File: src/rtl/spi_divider_pkg.sv
// Shared ISA definitions for the mini serial processor and its divider peripheral.
// Holds the operation encoding, the division packet layout and the bus geometry.
package spi_divider_pkg;

  localparam int REGISTER_SIZE    = 16;
  localparam int NSS_WIDTH        = 4;
  localparam int DIV_NSS_POSITION = 3;

  typedef enum logic [2:0] {
    ADD,
    SUB,
    SHIFT_LEFT,
    SHIFT_RIGHT,
    MUL,
    DIV,
    REM
  } Operation;

  // Sent LSB first on the wire, so rem_sel is the first bit after the start bit.
  typedef struct packed {
    logic [REGISTER_SIZE-1:0] divisor;
    logic [REGISTER_SIZE-1:0] dividend;
    logic                     rem_sel;
  } DivPacket;

endpackage

File: src/rtl/spi_divider_if.sv
// Shared serial bus between the processor and its downstream peripherals.
// sclk is the system clock; each peripheral owns one active-low nss line.
interface Spi
  import spi_divider_pkg::*;
#(
  parameter int NssWidth = NSS_WIDTH
);
  logic                sclk;
  logic [NssWidth-1:0] nss;
  logic                mosi;
  logic                miso;

  modport Controller (output sclk, output nss, output mosi, input miso);
  modport Peripheral (input sclk, input nss, input mosi, output miso);
endinterface

File: src/rtl/spi_divider_div_core.sv
// Iterative restoring divider: one quotient bit per cycle, MSB first.
// o_done and the results are valid in the cycle of the final step so the caller can latch on that edge.
module div_core
  import spi_divider_pkg::*;
#(
  parameter int Width = REGISTER_SIZE
) (
  input  logic             i_clock,
  input  logic             i_reset,
  input  logic             i_start,
  input  logic [Width-1:0] i_dividend,
  input  logic [Width-1:0] i_divisor,
  output logic [Width-1:0] o_quotient,
  output logic [Width-1:0] o_remainder,
  output logic             o_done
);

  localparam int StepBits = (Width > 1) ? $clog2(Width) : 1;
  typedef logic [StepBits-1:0] step_t;
  localparam step_t LastStep = step_t'(Width - 1);

  logic             busy_q, busy_d;
  logic             zero_q, zero_d;
  step_t            count_q, count_d;
  logic [Width:0]   rem_q, rem_d;
  logic [Width-1:0] quo_q, quo_d;
  logic [Width-1:0] divisor_q, divisor_d;

  logic [Width:0]   shifted;
  logic [Width:0]   trial;
  logic             borrow;
  logic [Width:0]   step_rem;
  logic [Width-1:0] step_quo;
  logic             last_step;

  // The partial remainder never exceeds the divisor, so its top bit only matters inside the trial.
  logic rem_msb_unused;
  assign rem_msb_unused = rem_q[Width] | step_rem[Width];

  // NOTE: every always_comb output gets a default first, so no path can leave a latch behind.
  always_comb begin
    shifted   = {rem_q[Width-1:0], quo_q[Width-1]};
    trial     = shifted - {1'b0, divisor_q};
    borrow    = trial[Width];
    step_rem  = borrow ? shifted : trial;
    step_quo  = {quo_q[Width-2:0], ~borrow};
    last_step = busy_q && (zero_q || (count_q == LastStep));

    busy_d    = busy_q;
    zero_d    = zero_q;
    count_d   = count_q;
    rem_d     = rem_q;
    quo_d     = quo_q;
    divisor_d = divisor_q;

    if (i_start) begin
      busy_d    = 1'b1;
      zero_d    = (i_divisor == '0);
      count_d   = '0;
      rem_d     = '0;
      quo_d     = i_dividend;
      divisor_d = i_divisor;
    end else if (busy_q) begin
      if (!zero_q) begin
        rem_d   = step_rem;
        quo_d   = step_quo;
        count_d = count_q + step_t'(1);
      end
      if (last_step) busy_d = 1'b0;
    end

    o_done      = last_step;
    o_quotient  = zero_q ? '1 : step_quo;
    o_remainder = zero_q ? quo_q : step_rem[Width-1:0];
  end

  always_ff @(posedge i_clock or negedge i_reset) begin
    if (!i_reset) begin
      busy_q    <= 1'b0;
      zero_q    <= 1'b0;
      count_q   <= '0;
      rem_q     <= '0;
      quo_q     <= '0;
      divisor_q <= '0;
    end else begin
      busy_q    <= busy_d;
      zero_q    <= zero_d;
      count_q   <= count_d;
      rem_q     <= rem_d;
      quo_q     <= quo_d;
      divisor_q <= divisor_d;
    end
  end

endmodule

File: src/rtl/spi_divider.sv
// Spi peripheral that receives a division packet, runs div_core and returns quotient or remainder.
// A one-cycle miso high announces the result, which then follows LSB first.
module spi_divider
  import spi_divider_pkg::*;
#(
  parameter int NssPosition = DIV_NSS_POSITION,
  parameter int Width       = REGISTER_SIZE
) (
  input  logic   i_clock,
  input  logic   i_reset,
  Spi.Peripheral spi,
  output logic   o_busy
);

  localparam int PacketBits = 2 * Width + 1;
  localparam int CountBits  = $clog2(PacketBits);
  typedef logic [CountBits-1:0] count_t;
  localparam count_t LastPacketBit = count_t'(PacketBits - 1);
  localparam count_t LastResultBit = count_t'(Width - 1);

  typedef enum logic [4:0] {
    IDLE     = 5'b00001,
    RECV     = 5'b00010,
    DIVIDE   = 5'b00100,
    ANNOUNCE = 5'b01000,
    SEND     = 5'b10000
  } state_e;

  state_e                state_q, state_d;
  count_t                counter_q, counter_d;
  logic [PacketBits-1:0] packet_q, packet_d;
  logic [Width-1:0]      result_q, result_d;
  logic                  miso_q, miso_d;
  logic                  busy_q, busy_d;

  logic             sel;
  logic             core_start;
  logic [Width-1:0] core_quotient;
  logic [Width-1:0] core_remainder;
  logic             core_done;

  assign sel = ~spi.nss[NssPosition];

  always_comb begin
    state_d    = state_q;
    counter_d  = counter_q;
    packet_d   = packet_q;
    result_d   = result_q;
    miso_d     = 1'b0;
    core_start = 1'b0;

    unique case (state_q)
      IDLE: begin
        if (sel && spi.mosi) begin
          state_d   = RECV;
          counter_d = '0;
        end
      end
      RECV: begin
        packet_d[counter_q] = spi.mosi;
        counter_d           = counter_q + count_t'(1);
        if (counter_q == LastPacketBit) begin
          state_d    = DIVIDE;
          core_start = 1'b1;
        end
      end
      DIVIDE: begin
        if (core_done) begin
          result_d = packet_q[0] ? core_remainder : core_quotient;
          state_d  = ANNOUNCE;
          miso_d   = 1'b1;
        end
      end
      ANNOUNCE: begin
        state_d   = SEND;
        counter_d = '0;
        miso_d    = result_q[0];
        result_d  = result_q >> 1;
      end
      SEND: begin
        if (counter_q == LastResultBit) begin
          state_d = IDLE;
        end else begin
          counter_d = counter_q + count_t'(1);
          miso_d    = result_q[0];
          result_d  = result_q >> 1;
        end
      end
      default: state_d = IDLE;
    endcase

    // Losing select aborts everything, including a divide that is about to start.
    if ((state_q != IDLE) && !sel) begin
      state_d    = IDLE;
      miso_d     = 1'b0;
      core_start = 1'b0;
    end

    busy_d = (state_d != IDLE);
  end

  // NOTE: state is updated only with non-blocking assignments so every flop samples pre-edge values.
  always_ff @(posedge i_clock or negedge i_reset) begin
    if (!i_reset) begin
      state_q   <= IDLE;
      counter_q <= '0;
      packet_q  <= '0;
      result_q  <= '0;
      miso_q    <= 1'b0;
      busy_q    <= 1'b0;
    end else begin
      state_q   <= state_d;
      counter_q <= counter_d;
      packet_q  <= packet_d;
      result_q  <= result_d;
      miso_q    <= miso_d;
      busy_q    <= busy_d;
    end
  end

  div_core #(
    .Width (Width)
  ) u_div_core (
    .i_clock     (i_clock),
    .i_reset     (i_reset),
    .i_start     (core_start),
    .i_dividend  (packet_d[Width:1]),
    .i_divisor   (packet_d[2*Width:Width+1]),
    .o_quotient  (core_quotient),
    .o_remainder (core_remainder),
    .o_done      (core_done)
  );

  assign spi.miso = miso_q;
  assign o_busy   = busy_q;

endmodule
File: src/flat_wrapper.sv
// flat-port wrapper written by rule: the top's interface ports become plain ports
module spi_divider_flat import spi_divider_pkg::*;
#(
  parameter int NssPosition = DIV_NSS_POSITION,
  parameter int Width       = REGISTER_SIZE
)
  (i_clock, i_reset, o_busy, spi_sclk, spi_nss, spi_mosi, spi_miso);
  Spi spi_i ();
  input  logic i_clock;
  input  logic i_reset;
  output logic o_busy;
  input wire logic [$bits(spi_i.sclk)-1:0] spi_sclk;
  input wire logic [$bits(spi_i.nss)-1:0] spi_nss;
  input wire logic [$bits(spi_i.mosi)-1:0] spi_mosi;
  output wire logic [$bits(spi_i.miso)-1:0] spi_miso;
  assign spi_i.sclk = spi_sclk;
  assign spi_i.nss = spi_nss;
  assign spi_i.mosi = spi_mosi;
  assign spi_miso = spi_i.miso;
  spi_divider #(.NssPosition(NssPosition), .Width(Width)) u_core (.i_clock(i_clock), .i_reset(i_reset), .spi(spi_i), .o_busy(o_busy));
endmodule
File: config.mk
export PLATFORM = sky130hd
export DESIGN_NAME = spi_divider_flat
export DESIGN_NICKNAME = d
export VERILOG_FILES = /design/src/rtl/spi_divider_pkg.sv /design/src/rtl/spi_divider_if.sv /design/src/rtl/spi_divider_div_core.sv /design/src/rtl/spi_divider.sv /design/src/flat_wrapper.sv
export SDC_FILE = /design/constraint.sdc
export NUM_CORES = 1
export LEC_CHECK = 0
export BUFFER_PORTS_ARGS = -buffer_cell sky130_fd_sc_hd__buf_2
export CAP_MARGIN = 25
export CORE_MARGIN = 2
export CORE_UTILIZATION = 37
export CTS_CLUSTER_DIAMETER = 30
export DETAILED_ROUTE_END_ITERATION = 16
export GPL_ROUTABILITY_DRIVEN = 0
export SLEW_MARGIN = 20
export SYNTH_ARGS = -nofsm -noshare
export SYNTH_HDL_FRONTEND = slang
export SYNTH_SLANG_ARGS = --single-unit
File: constraint.sdc
create_clock -name i_clock -period 2.5 [get_ports i_clock]
set_input_delay 0.5 -clock i_clock [delete_from_list [all_inputs] [get_ports i_clock]]
set_output_delay 0.5 -clock i_clock [all_outputs]
set_load 0.03 [all_outputs]
==> flow_summary_export.csv <==
group,metric,value,unit
cells_and_area,multi_input_area,0.00360,sq mm
sta,layout_setup_ws,-249,ps
sta,slew_violations,0,
route,wire_per_inst,17.5,um
synthesis,ys_async_sr_fraction,100,%
die,fp-row-count,48,
grt,grt_start_max_net_pins,44,
cells_and_area,fin_util,49.2,%
clock_network,htree_levels,4,
sta,min_period,2750,ps
critical_path,cp-end-kind,"flip-flop",
cells_and_area,layout_commonest_cell,"dfrtp_1",
die,coreArea,0.0172,sq mm
cells_and_area,antenna_cells,0,
grt,grt_pass1_vias,5742,
route,routed_wl,18200,um
run_status,violations,"setup timing",
cells_and_area,drive_gt1_share,27.9,%
sta,setup-violations-final,31,
synthesis,syn_area,0.00646,sq mm
die,initial_core_util,37.6,%
sta,rsz0062_at_grt,"yes",
route,viasPerCell,5.50,
clock_network,numCtsBuffers,17,
clock_network,clkSinkCount,116,
clock_network,insertion_delay,420,ps
synthesis,synth_warnings,0,
sta,hold_ws,92.1,ps
cells_and_area,layout.filler_cells,1578,
power,max-vdd-ir-drop,0.660,mV
placement,dp.cells,985,
clock_network,clk_pin_slew,60,ps
grt,grt_usage,20.7,%
cells_and_area,final-seq-area,0.00290,sq mm
clock_network,cts_hold_buf,0,
critical_path,crit_path_start,"u_core.u_div_core.quo_q[15]$_DFFE_PN0P_",
placement,io_buffers,5,
critical_path,worstPathMaxFanout,3,
die,io_pins,10,
sta,final.period_utilization,110,%
grt,grt_pass1_wl,29400,um
critical_path,cp_data_arrival_time,3040,ps
sta,slew_headroom,39.2,%
route,drtIter0Drc,313,
die,die_w,136,um
run_status,outcome,"complete, but fails checks",
placement,pre_cts_ws,-275,ps
synthesis,syn_area_per_cell,9.00,sq um
synthesis,synth_cell_types,73,
route,drtAntennaViolNets,0,
synthesis,ys_seq_elements,116,
cells_and_area,nNetsFinal,833,
placement,dp_hpwl,12600,um
synthesis,ys_seq_area_share,44.9,%
critical_path,startpoint_type,"flip-flop",
grt,grt_overflow,0,
die,dieArea,0.0185,sq mm
sta,max_freq,364,MHz
grt,grt_antenna_before_repair,0,
run,max-cap-violations,0,
cells_and_area,final_cells,1043,
die,dieHeight,136,um
route,first_pass_iters,5,
critical_path,r2r_start,"u_core.u_div_core.quo_q[15]$_DFFE_PN0P_",
hold_path,hold_path.class,"input pin to asynchronous set/reset pin",
sta,skew,7.67,ps
route,vias,5737,
sta,worstMarginPinSlew,910,ps
synthesis,synth-edff-count,0,
clock_network,tritoncts,"yes",
critical_path,crit_type,"flip-flop to flip-flop",
synthesis,synth-main-ff-cell,"dfrtp_1",
power,power.total,10.4,mW
power,power.leakage,3.86,nW
synthesis,synth_fp_nets,746,
clock_network,cts-root-buf,"clkbuf_16",
synthesis,synthCells,718,
critical_path,cp_data_required_time,2790,ps
clock_network,clock_path_buffers,2,
cells_and_area,layout_common_cells,"dfrtp_1, nand2_1, buf_4",
route,drcViolationCount,0,
sta,finalHoldViolations,0,
power,p_per_area,1230,mW/mm^2
cells_and_area,area_delta_synth_final,30.9,%
cell families after synthesis:
| kind of cell | after synthesis | share of synthesized area [%] |
|---|---|---|
| AO/OA/AOI/OAI | 201 | 19.2 |
| buffers and inverters | 76 | 5.02 |
| multiplexers | 39 | 6.70 |
| adder cells (fa/ha/maj) | 20 | 3.99 |
| XOR/XNOR | 17 | 2.30 |
| flip-flops | 116 | 44.9 |
| AND/OR/NAND/NOR | 249 | 17.9 |
critical path, cell delays in order (launching register included):
cell	delay, ps
dfrtp_1	390
inv_2	80
ha_4	130
fa_2	200
nor2b_2	50
o31a_1	330
o211ai_2	250
o2bb2ai_4	180
xor2_4	240
buf_6	160
mux2_4	310
a221o_1	300
registers in the layout, summed over array words and instances, names as in the netlist, named ones only:
signal,count
u_core.u_div_core.quo_q,16
u_core.counter_q,6
u_core.spi.miso,1
u_core.state_q,5
u_core.packet_q,32
u_core.o_busy,1
u_core.u_div_core.busy_q,1
u_core.u_div_core.count_q,4
u_core.u_div_core.rem_q,16
u_core.u_div_core.zero_q,1
u_core.u_div_core.divisor_q,16
u_core.result_q,16
metal layers:
layer	vias to the layer above	part of all wire [%]	GRT usage, %
li1	2704	-	-
met1	2833	45	26.5
met2	164	48	33.8
met3	36	4.8	4.77
met4	0	2.7	8.51
met5	-	0	0
power breakdown:
part	internal [mW]	total (mW)	leakage (nW)	switching, mW
Combinational	2.62	5.27	2.12	2.65
Sequential	2.24	2.64	1.44	0.400
Clock	1.66	2.52	0.299	0.852
per-stage QoR:
stage                     instance area [sq um]  setup TNS [ps]
after CTS                                  8260           -2520
after detailed placement                   7230           -4700
after global placement                     7230           -3580
final                                      8460           -3550
after global routing                       8460           -5920
after floorplan                            6470           -98.4
cells in the mapped netlist (3+ instances only):
cell,number,area share [%]
and3_1,17,1.6
inv_1,35,2.0
dfrtp_1,115,45
a21oi_1,57,4.4
o21ai_0,65,5.0
xor2_1,8,1.1
o211ai_1,4,0.46
nor2b_1,5,0.48
buf_2,4,0.31
buf_4,5,0.58
o21a_1,7,0.81
nand3_1,14,1.1
nor2_1,57,3.3
clkbuf_1,28,1.6
a211oi_1,3,0.35
nand2b_1,5,0.48
o221ai_1,8,1.1
mux2_2,22,3.8
ha_1,19,3.7
nand4_1,4,0.39
xnor2_1,9,1.2
mux2_4,3,0.70
nor3_1,12,0.93
a31oi_1,19,1.8
nand2_1,112,6.5
a21o_1,6,0.70
a22oi_1,3,0.35
mux2i_1,14,2.2
path summary, 6_finish.rpt:
path	to	slack (ps)	cells after the start
max	u_core.result_q[5]$_DFFE_PN0P_	-250	11
min	u_core.counter_q[2]$_DFFE_PN0P_	90	1
max reg2reg	u_core.result_q[5]$_DFFE_PN0P_	-250	11
min reg2reg	u_core.u_div_core.divisor_q[8]$_DFFE_PN0P_	480	2
max in group asynchronous	u_core.packet_q[29]$_DFF_PN0_	1690	2
min in group i_clock	u_core.spi.miso$_DFF_PN0_	390	2
area by class of cell:
cell class | instances | area share [%]
clock buffers | 23 | 5.77
clock inverters | 9 | 1.48
inverters | 36 | 1.63
multi-input cells | 527 | 42.6
flip-flops and latches | 116 | 34.3
well taps | 225 | 3.33
repair buffers | 107 | 10.8
timing repair:
action,CTS,global route
gates cloned,1,0
resized for setup,58,26
pin swaps,29,23
endpoints found under the setup margin,33,34
setup buffers,17,9
Power figures use the tool's default switching activity.
